==> config.mk <==
export PLATFORM = sky130hd
export DESIGN_NAME = frame_scheduler
export DESIGN_NICKNAME = d
export VERILOG_FILES = /design/src/rtl/frame_scheduler_pkg.sv /design/src/rtl/frame_scheduler.sv
export SDC_FILE = /design/constraint.sdc
export NUM_CORES = 1
export LEC_CHECK = 0
export CORE_AREA = 2 2 73 75
export DETAILED_ROUTE_END_ITERATION = 7
export DIE_AREA = 0 0 75 77
export PLACE_DENSITY_LB_ADDON = 0.12
export RECOVER_POWER = 50
export SYNTH_ARGS = -nofsm -noshare
export SYNTH_HDL_FRONTEND = slang
export SYNTH_SLANG_ARGS = --single-unit
==> constraint.sdc <==
create_clock -name clock -period 3.6 [get_ports clock]
set_input_delay 0.54 -clock clock [delete_from_list [all_inputs] [get_ports clock]]
set_output_delay 0.54 -clock clock [all_outputs]
set_load 0.02 [all_outputs]
==> src/rtl/frame_scheduler_pkg.sv <==
// Shared definitions for the transmit frame scheduler and the sample generators it feeds.
// State encoding and default frame geometry live here so the generators agree with the scheduler.
package frame_scheduler_pkg;

    typedef enum logic [1:0] {
        ST_IDLE    = 2'd0,
        ST_PREAMB  = 2'd1,
        ST_PAYLOAD = 2'd2,
        ST_GAP     = 2'd3
    } fs_state_e;

    localparam int DEF_PREAMB_LEN = 320;
    localparam int DEF_SYM_LEN    = 80;
    localparam int DEF_GAP_LEN    = 16;
    localparam int DEF_CNT_W      = 10;
    localparam int DEF_SYM_W      = 8;

endpackage

==> src/rtl/frame_scheduler.sv <==
// Frame sequencer: preamble, N OFDM symbols, optional inter-frame gap, repeat.
// Define FRAME_SCHED_GAP_EN to insert GAP_LEN idle cycles between frames; otherwise frames run back-to-back.
module frame_scheduler
    import frame_scheduler_pkg::*;
#(
    parameter int PREAMB_LEN = DEF_PREAMB_LEN,
    parameter int SYM_LEN    = DEF_SYM_LEN,
    parameter int GAP_LEN    = DEF_GAP_LEN,
    parameter int CNT_W      = DEF_CNT_W,
    parameter int SYM_W      = DEF_SYM_W
) (
    input  logic             clock,
    input  logic             reset,
    input  logic             enable,
    input  logic             ready_in,
    input  logic [SYM_W-1:0] n_sym_cfg,
    output logic             ready_out,
    output logic             control,
    output logic             sop_preamb,
    output logic             sop_sym,
    output logic             eop,
    output logic [SYM_W-1:0] sym_idx,
    output logic             busy
);

    localparam logic [CNT_W-1:0] PREAMB_LAST = CNT_W'(PREAMB_LEN - 1);
    localparam logic [CNT_W-1:0] SYM_LAST    = CNT_W'(SYM_LEN - 1);
`ifdef FRAME_SCHED_GAP_EN
    localparam logic [CNT_W-1:0] GAP_LAST    = CNT_W'(GAP_LEN - 1);
`endif

    fs_state_e        state_r, state_n;
    logic [CNT_W-1:0] cnt_r, cnt_n;
    logic [SYM_W-1:0] sym_idx_r, sym_idx_n;
    logic [SYM_W-1:0] nsym_r, nsym_n;
    logic             control_r;
    logic             beat_s, preamb_last_s, sym_last_s, frame_end_s;

    // Accepted-sample qualifier and last-sample-of-frame detection
    always_comb begin
        beat_s        = enable & ready_in & ((state_r == ST_PREAMB) | (state_r == ST_PAYLOAD));
        preamb_last_s = (cnt_r == PREAMB_LAST);
        sym_last_s    = (cnt_r == SYM_LAST);
        frame_end_s   = beat_s &
                        (((state_r == ST_PREAMB) & preamb_last_s & (nsym_r == {SYM_W{1'b0}})) |
                         ((state_r == ST_PAYLOAD) & sym_last_s & (sym_idx_r == nsym_r - SYM_W'(1))));
    end

    // Next-state and counter logic; a new frame always relatches the symbol count
    always_comb begin
        state_n   = state_r;
        cnt_n     = cnt_r;
        sym_idx_n = sym_idx_r;
        nsym_n    = nsym_r;
        case (state_r)
            ST_IDLE: begin
                if (enable) begin
                    state_n   = ST_PREAMB;
                    cnt_n     = {CNT_W{1'b0}};
                    sym_idx_n = {SYM_W{1'b0}};
                    nsym_n    = n_sym_cfg;
                end else begin
                    state_n   = ST_IDLE;
                end
            end
            ST_PREAMB, ST_PAYLOAD: begin
                if (frame_end_s) begin
`ifdef FRAME_SCHED_GAP_EN
                    state_n = ST_GAP;
                    cnt_n   = {CNT_W{1'b0}};
`else
                    if (enable) begin
                        state_n   = ST_PREAMB;
                        cnt_n     = {CNT_W{1'b0}};
                        sym_idx_n = {SYM_W{1'b0}};
                        nsym_n    = n_sym_cfg;
                    end else begin
                        state_n   = ST_IDLE;
                        cnt_n     = {CNT_W{1'b0}};
                    end
`endif
                end else if (beat_s) begin
                    if ((state_r == ST_PREAMB) && preamb_last_s) begin
                        state_n = ST_PAYLOAD;
                        cnt_n   = {CNT_W{1'b0}};
                    end else if ((state_r == ST_PAYLOAD) && sym_last_s) begin
                        cnt_n     = {CNT_W{1'b0}};
                        sym_idx_n = sym_idx_r + SYM_W'(1);
                    end else begin
                        cnt_n = cnt_r + CNT_W'(1);
                    end
                end else begin
                    cnt_n = cnt_r;
                end
            end
`ifdef FRAME_SCHED_GAP_EN
            ST_GAP: begin
                // The gap counts wall-clock cycles, so ready_in plays no part here
                if (enable) begin
                    if (cnt_r == GAP_LAST) begin
                        state_n   = ST_PREAMB;
                        cnt_n     = {CNT_W{1'b0}};
                        sym_idx_n = {SYM_W{1'b0}};
                        nsym_n    = n_sym_cfg;
                    end else begin
                        cnt_n = cnt_r + CNT_W'(1);
                    end
                end else begin
                    cnt_n = cnt_r;
                end
            end
`endif
            default: begin
                state_n   = ST_IDLE;
                cnt_n     = {CNT_W{1'b0}};
                sym_idx_n = {SYM_W{1'b0}};
                nsym_n    = {SYM_W{1'b0}};
            end
        endcase
    end

    // State and counter registers; control tracks the state being entered
    always_ff @(posedge clock or posedge reset) begin
        if (reset) begin
            state_r   <= ST_IDLE;
            cnt_r     <= {CNT_W{1'b0}};
            sym_idx_r <= {SYM_W{1'b0}};
            nsym_r    <= {SYM_W{1'b0}};
            control_r <= 1'b0;
        end else begin
            state_r   <= state_n;
            cnt_r     <= cnt_n;
            sym_idx_r <= sym_idx_n;
            nsym_r    <= nsym_n;
            control_r <= (state_n == ST_PREAMB);
        end
    end

    assign ready_out  = beat_s;
    assign sop_preamb = beat_s & (state_r == ST_PREAMB) & (cnt_r == {CNT_W{1'b0}});
    assign sop_sym    = beat_s & (state_r == ST_PAYLOAD) & (cnt_r == {CNT_W{1'b0}});
    assign eop        = frame_end_s;
    assign control    = control_r;
    assign sym_idx    = sym_idx_r;
    assign busy       = (state_r != ST_IDLE);

endmodule

Word level (Yosys, flattened, before mapping)
Index checks and enable logic that the tools add are counted.

$add $sub $neg: 3. Equal/unequal tests: 11. Muxes and demuxes: 20. Bitwise operators: 13. Reduce and logical (&&, ||, !) cells: 9.

Operators by type and width (number): 2-to-1 mux 8 bit (7); 2-to-1 mux 10 bit (5); case mux 8 bit (2 select lines) (2); case mux 10 bit (2 select lines) (1); AND 1 bit (11); adder 10 x 1 -> 10 bit, second input constant (1); equality test 10 x 7 -> 1 bit, second input constant (1); equality test 10 x 9 -> 1 bit, second input constant (1); logical NOT 10 bit (1); != test 3 bit, second input constant (3); adder 8 x 1 -> 8 bit, second input constant (1); equality test 8 bit (1); logical NOT 8 bit (1); subtractor 8 x 1 -> 8 bit, second input constant (1); 2-to-1 mux 2 bit (3); equality test 2 x 1 -> 1 bit, second input constant (2); != test 2 bit, second input constant (2); case mux 2 bit (2 select lines) (1); AND reduction 3 bit (1); equality test 2 bit, second input constant (1); logical AND 1 bit (2); logical NOT 2 bit (1); OR 1 bit (2); AND reduction 2 bit (1); other kinds (3) (3).

Register bits: 29. Input port bits: 12. Output and inout bits: 14. Logic and storage cells: 61.

Depth between registers and ports, before layout
Depth after elaboration: 8. Depth in mapped cells: 10. Depth with buffers taken out: 8.

Worst setup path after synthesis
OpenSTA, ideal clock, no wires.

Kind: reg2out. From: reg nsym_r[0]. To: out eop. Arrival time: 2.192 ns. Data required time: 3.060 ns. Path slack: 0.868 ns. Stages on the path, launching flop included: 8. Path buffers: 0. Cells stage by stage: dfrtp_1 -> inv_1 -> ha_1 -> nor2b_1 -> or3_1 -> a31oi_1 -> o2111ai_1 -> a21oi_1.

Cells in the longest elaborated chain, start to end: 5. Elaborated cells on any way between the ends: 7. Classes of those cells: 1 x add/sub; 1 x eq/ne; 4 x bitwise; 1 x reduce/logical.

RTL lines: from (decl) (RTL line frame_scheduler.sv:35) `logic [SYM_W-1:0] nsym_r, nsym_n;`; from (signal assigned) (RTL line frame_scheduler.sv:128) `nsym_r <= {SYM_W{1'b0}};`; from (signal assigned) (RTL line frame_scheduler.sv:134) `nsym_r <= nsym_n;`; subtractor 8 x 1 -> 8 bit (RTL line frame_scheduler.sv:46) `((state_r == ST_PAYLOAD) & sym_last_s & (sym_idx_r == nsym_r - SYM_W'(1))));`; equality test 8 bit (RTL line frame_scheduler.sv:46); AND 1 bit (RTL line frame_scheduler.sv:46); OR 1 bit * (RTL line frame_scheduler.sv:45) `(((state_r == ST_PREAMB) & preamb_last_s & (nsym_r == {SYM_W{1'b0}})) |`; AND 1 bit * (RTL line frame_scheduler.sv:44) `frame_end_s = beat_s &`; to (decl) (RTL line frame_scheduler.sv:21) `output logic eop,`.

Every way passes the cells marked *; elsewhere a longest branch is shown, timed or not.

Worst setup path in the final report
From: reg cnt_r[8]. To: out eop.

Cells in the longest elaborated chain, start to end: 5. Elaborated cells on any way between the ends: 8. Classes of those cells: 2 x eq/ne; 6 x bitwise.

RTL lines: from (decl) (RTL line frame_scheduler.sv:33) `logic [CNT_W-1:0] cnt_r, cnt_n;`; from (signal assigned) (RTL line frame_scheduler.sv:126) `cnt_r <= {CNT_W{1'b0}};`; from (signal assigned) (RTL line frame_scheduler.sv:132) `cnt_r <= cnt_n;`; equality test 10 x 9 -> 1 bit / equality test 10 x 7 -> 1 bit (equally long branches) (RTL line frame_scheduler.sv:42, frame_scheduler.sv:43); AND 1 bit, on equally long branches (2 in series) (RTL line frame_scheduler.sv:45, frame_scheduler.sv:46); OR 1 bit * (RTL line frame_scheduler.sv:45); AND 1 bit * (RTL line frame_scheduler.sv:44).

Marked as above.

==> impl_metrics.py <==
metrics = {
    "run_status": {
        "outcome": "finished with violations",
        "violations": "max-capacitance violations, max-slew violations",
    },
    "yosys": {
        "synthAdderAreaFrac": 0.0562,
        "ys.flop_type": "dfrtp_1",
        "synth_compound_area_frac": 0.217,
        "synth_edf_count": 0,
        "synth_nets": 253,
        "synth_xor_area_frac": 0.0524,
        "avgSynthCellArea_um2": 8.64,
        "ys_ff_latch": 29,
        "synth-seq-area-share": 0.362,
        "synthMuxAreaShare": 0,
        "ys_types": 46,
        "synthArstFlopShare": 1.00,
        "synthCells": 232,
        "synth_top_family_by_area": "simple AND/OR/NAND/NOR gates",
        "synth-simple-area-share": 0.257,
        "syn_area_um2": 2000,
        "yosys_warnings": 0,
    },
    "sta": {
        "period_share": 0.857,
        "hold_ws_ns": 0.526,
        "clock.fmax_mhz": 324,
        "finalMaxSlewViolations": 30,
        "finalSetupTns_ns": 0,
        "skew_ns": 0.00532,
        "worstMarginPinSlew_ns": 1.58,
        "slew_headroom": -0.0541,
        "hold_viol": 0,
        "period_needed_ns": 3.09,
        "rsz0062_at_grt": "false",
        "setup_ws_ns": 0.515,
        "finalSetupViolations": 0,
    },
    "pwr": {
        "power_switching_uw": 235,
        "internal_power_uw": 548,
        "leakagePower_nw": 1.03,
        "powerDensity_nw_per_um2": 324,
        "vdd_drop_max_mv": 0.178,
        "clockPowerShare": 0.330,
        "comb_power_share": 0.207,
        "seqPwrFrac": 0.463,
        "p_sw_frac": 0.300,
    },
    "clocking": {
        "cts_sinks": 29,
        "clkTransAtPathRegs_ns": 0.06,
        "htree_levels": 2,
        "cts_buffer_depth": 2,
        "clock_insertion_delay_worst_skew_ns": 0.27,
        "cts_tree": "yes",
        "root_buffer": "clkbuf_8",
        "postCtsSetupBuffers": 0,
        "cts-buffers-inserted": 5,
    },
    "drt": {
        "ant_nets": 0,
        "first_pass_iters": 4,
        "avgRoutedWirePerCell_um": 14.0,
        "drtIter0Drc": 86,
        "route.vias.total": 1780,
        "routed_wl_mm": 4.64,
        "drc": 0,
        "vias_per_cell": 5.39,
    },
    "layout": {
        "layout.area.seq_um2": 726,
        "final_cell_mix": "29 x dfrtp_1, 26 x nor2_1, 20 x o21ai_0",
        "synthToLayoutAreaGrowth_pct": 20.3,
        "fin_cells": 330,
        "antenna_cells": 0,
        "drive_gt1_frac": 0.0769,
        "mostFrequentLayoutCell": "dfrtp_1",
        "finalNetCount": 280,
        "fill_cells": 495,
        "multi_input_area_um2": 1180,
    },
    "global_routing": {
        "grt_pass1_wl_mm": 7.88,
        "grt_max_degree": 30,
        "grt.overflow.total": 0,
        "grtUsageTotal": 0.176,
        "grt_pass1_vias": 1631,
        "antenna_found_initial": 0,
    },
    "setup_path": {
        "path_cells": "or4_4, or4_4, inv_1, o2111ai_1, a21oi_1, dlymetal6s2s_1",
        "cp.depth": 6,
        "required_ns": 3.06,
        "cp_data_arrival_time_ns": 2.55,
        "end_kind": "primary output",
        "r2r_setup_slack_ns": 0.78,
        "rr_endpoint": "nsym_r[6]",
        "crit_start": "cnt_r[8]",
        "crit_family": "simple AND/OR/NAND/NOR gates",
        "crit_end": "eop",
        "crit_top_cell": "or4_4",
        "crit_type": "reg -> out",
        "cp_slowest_stage_delay_ns": 0.60,
        "path_max_fanout": 7,
        "timing.rr.start": "cnt_r[0]",
        "reg2reg_depth": 6,
        "path_buf_inv": 2,
        "crit_slowest_cell": "or4_4",
        "cp-start-kind": "flip-flop",
    },
    "floorplanning": {
        "fp-row-count": 26,
        "die_y_um": 77,
        "num_io_pins": 26,
        "die-width_um": 75,
        "coreArea_um2": 4980,
        "dieArea_um2": 5780,
        "initial_core_util": 0.403,
    },
    "placed_design": {
        "place_inst": 322,
        "port_buffers": 25,
        "dp_slack_ns": 0.375,
        "dpl.hpwl_mm": 3.39,
        "gp_congestion": 0.877,
    },
    "flow_run": {
        "cap_violations": 1,
    },
    "min_path": {
        "hold_path.class": "reg -> reg",
    },
}
state kept, by name, indices dropped and copies added (netlist names):
signal   flops
cnt_r       10
control      1
nsym_r       8
state_r      2
sym_idx      8
per-stage QoR:
step	cell area, µm²	power [mW]	util
finish	2410	0.783	0.485
global route	2410	0.830	0.485
CTS	2400	0.792	0.481
detailed placement	2320	0.528	0.465
global placement	2320	0.529	0.465
floorplan	2000	0.475	-
synthesized netlist by cell type (all sizes together), types with 5 or more instances:
library cell / number / area, µm²
nand3: 16 / 80.1
ha: 9 / 113
nor2: 27 / 101
a31oi: 5 / 31.3
nor3: 7 / 51.3
a32o: 9 / 90.1
clkbuf: 5 / 18.8
nand2: 18 / 67.6
o21ai: 22 / 110
nor2b: 5 / 31.3
xnor2: 8 / 70.1
inv: 19 / 71.3
dfrtp: 29 / 726
final cells by class:
class,count,share of cell area
Tap cell,70,0.0363
Multi-Input combinational cell,177,0.491
Timing Repair Buffer,27,0.109
Clock buffer,8,0.0332
Sequential cell,29,0.301
Inverter,19,0.0296
power by group through the flow:
stage,Sequential [mW],Clock (mW),Combinational (mW)
finish,0.362,0.258,0.162
global route,0.366,0.282,0.182
CTS,0.361,0.269,0.161
detailed placement,0.368,0,0.161
global placement,0.367,0,0.162
floorplan,0.364,0,0.111
worst min-delay path by stage:
stage              from       end  slack [ns]  depth (start not counted)
2_1_floorplan  cnt_r[8]  cnt_r[8]        0.48                          1
6_report       cnt_r[8]  cnt_r[8]        0.53                          1
3_3_place_gp   cnt_r[8]  cnt_r[8]        0.51                          1
4_1_cts        cnt_r[8]  cnt_r[8]        0.53                          1
3_5_place_dp   cnt_r[8]  cnt_r[8]        0.51                          1
5_1_grt        cnt_r[5]  cnt_r[5]        0.54                          1
cells by family after synthesis:
group,after synthesis
AO/OA/AOI/OAI,59
adder cells (fa/ha/maj),9
AND/OR/NAND/NOR,97
flip-flops,29
XOR/XNOR,12
buffers and inverters,26
layer usage:
metal | vias up | track usage | part of all wire
met5 | - | 0 | 0
met4 | 0 | 0.0643 | 0.0058
li1 | 904 | - | -
met1 | 841 | 0.266 | 0.53
met3 | 2 | 0.0394 | 0.034
met2 | 33 | 0.242 | 0.43
what timing repair did:
action	4_1_cts	5_1_grt
hold buffers	0	0
endpoints found under the hold margin	0	0
gates resized for setup	0	5
setup endpoints to repair	0	1
(Power assumes the default switching activity.)
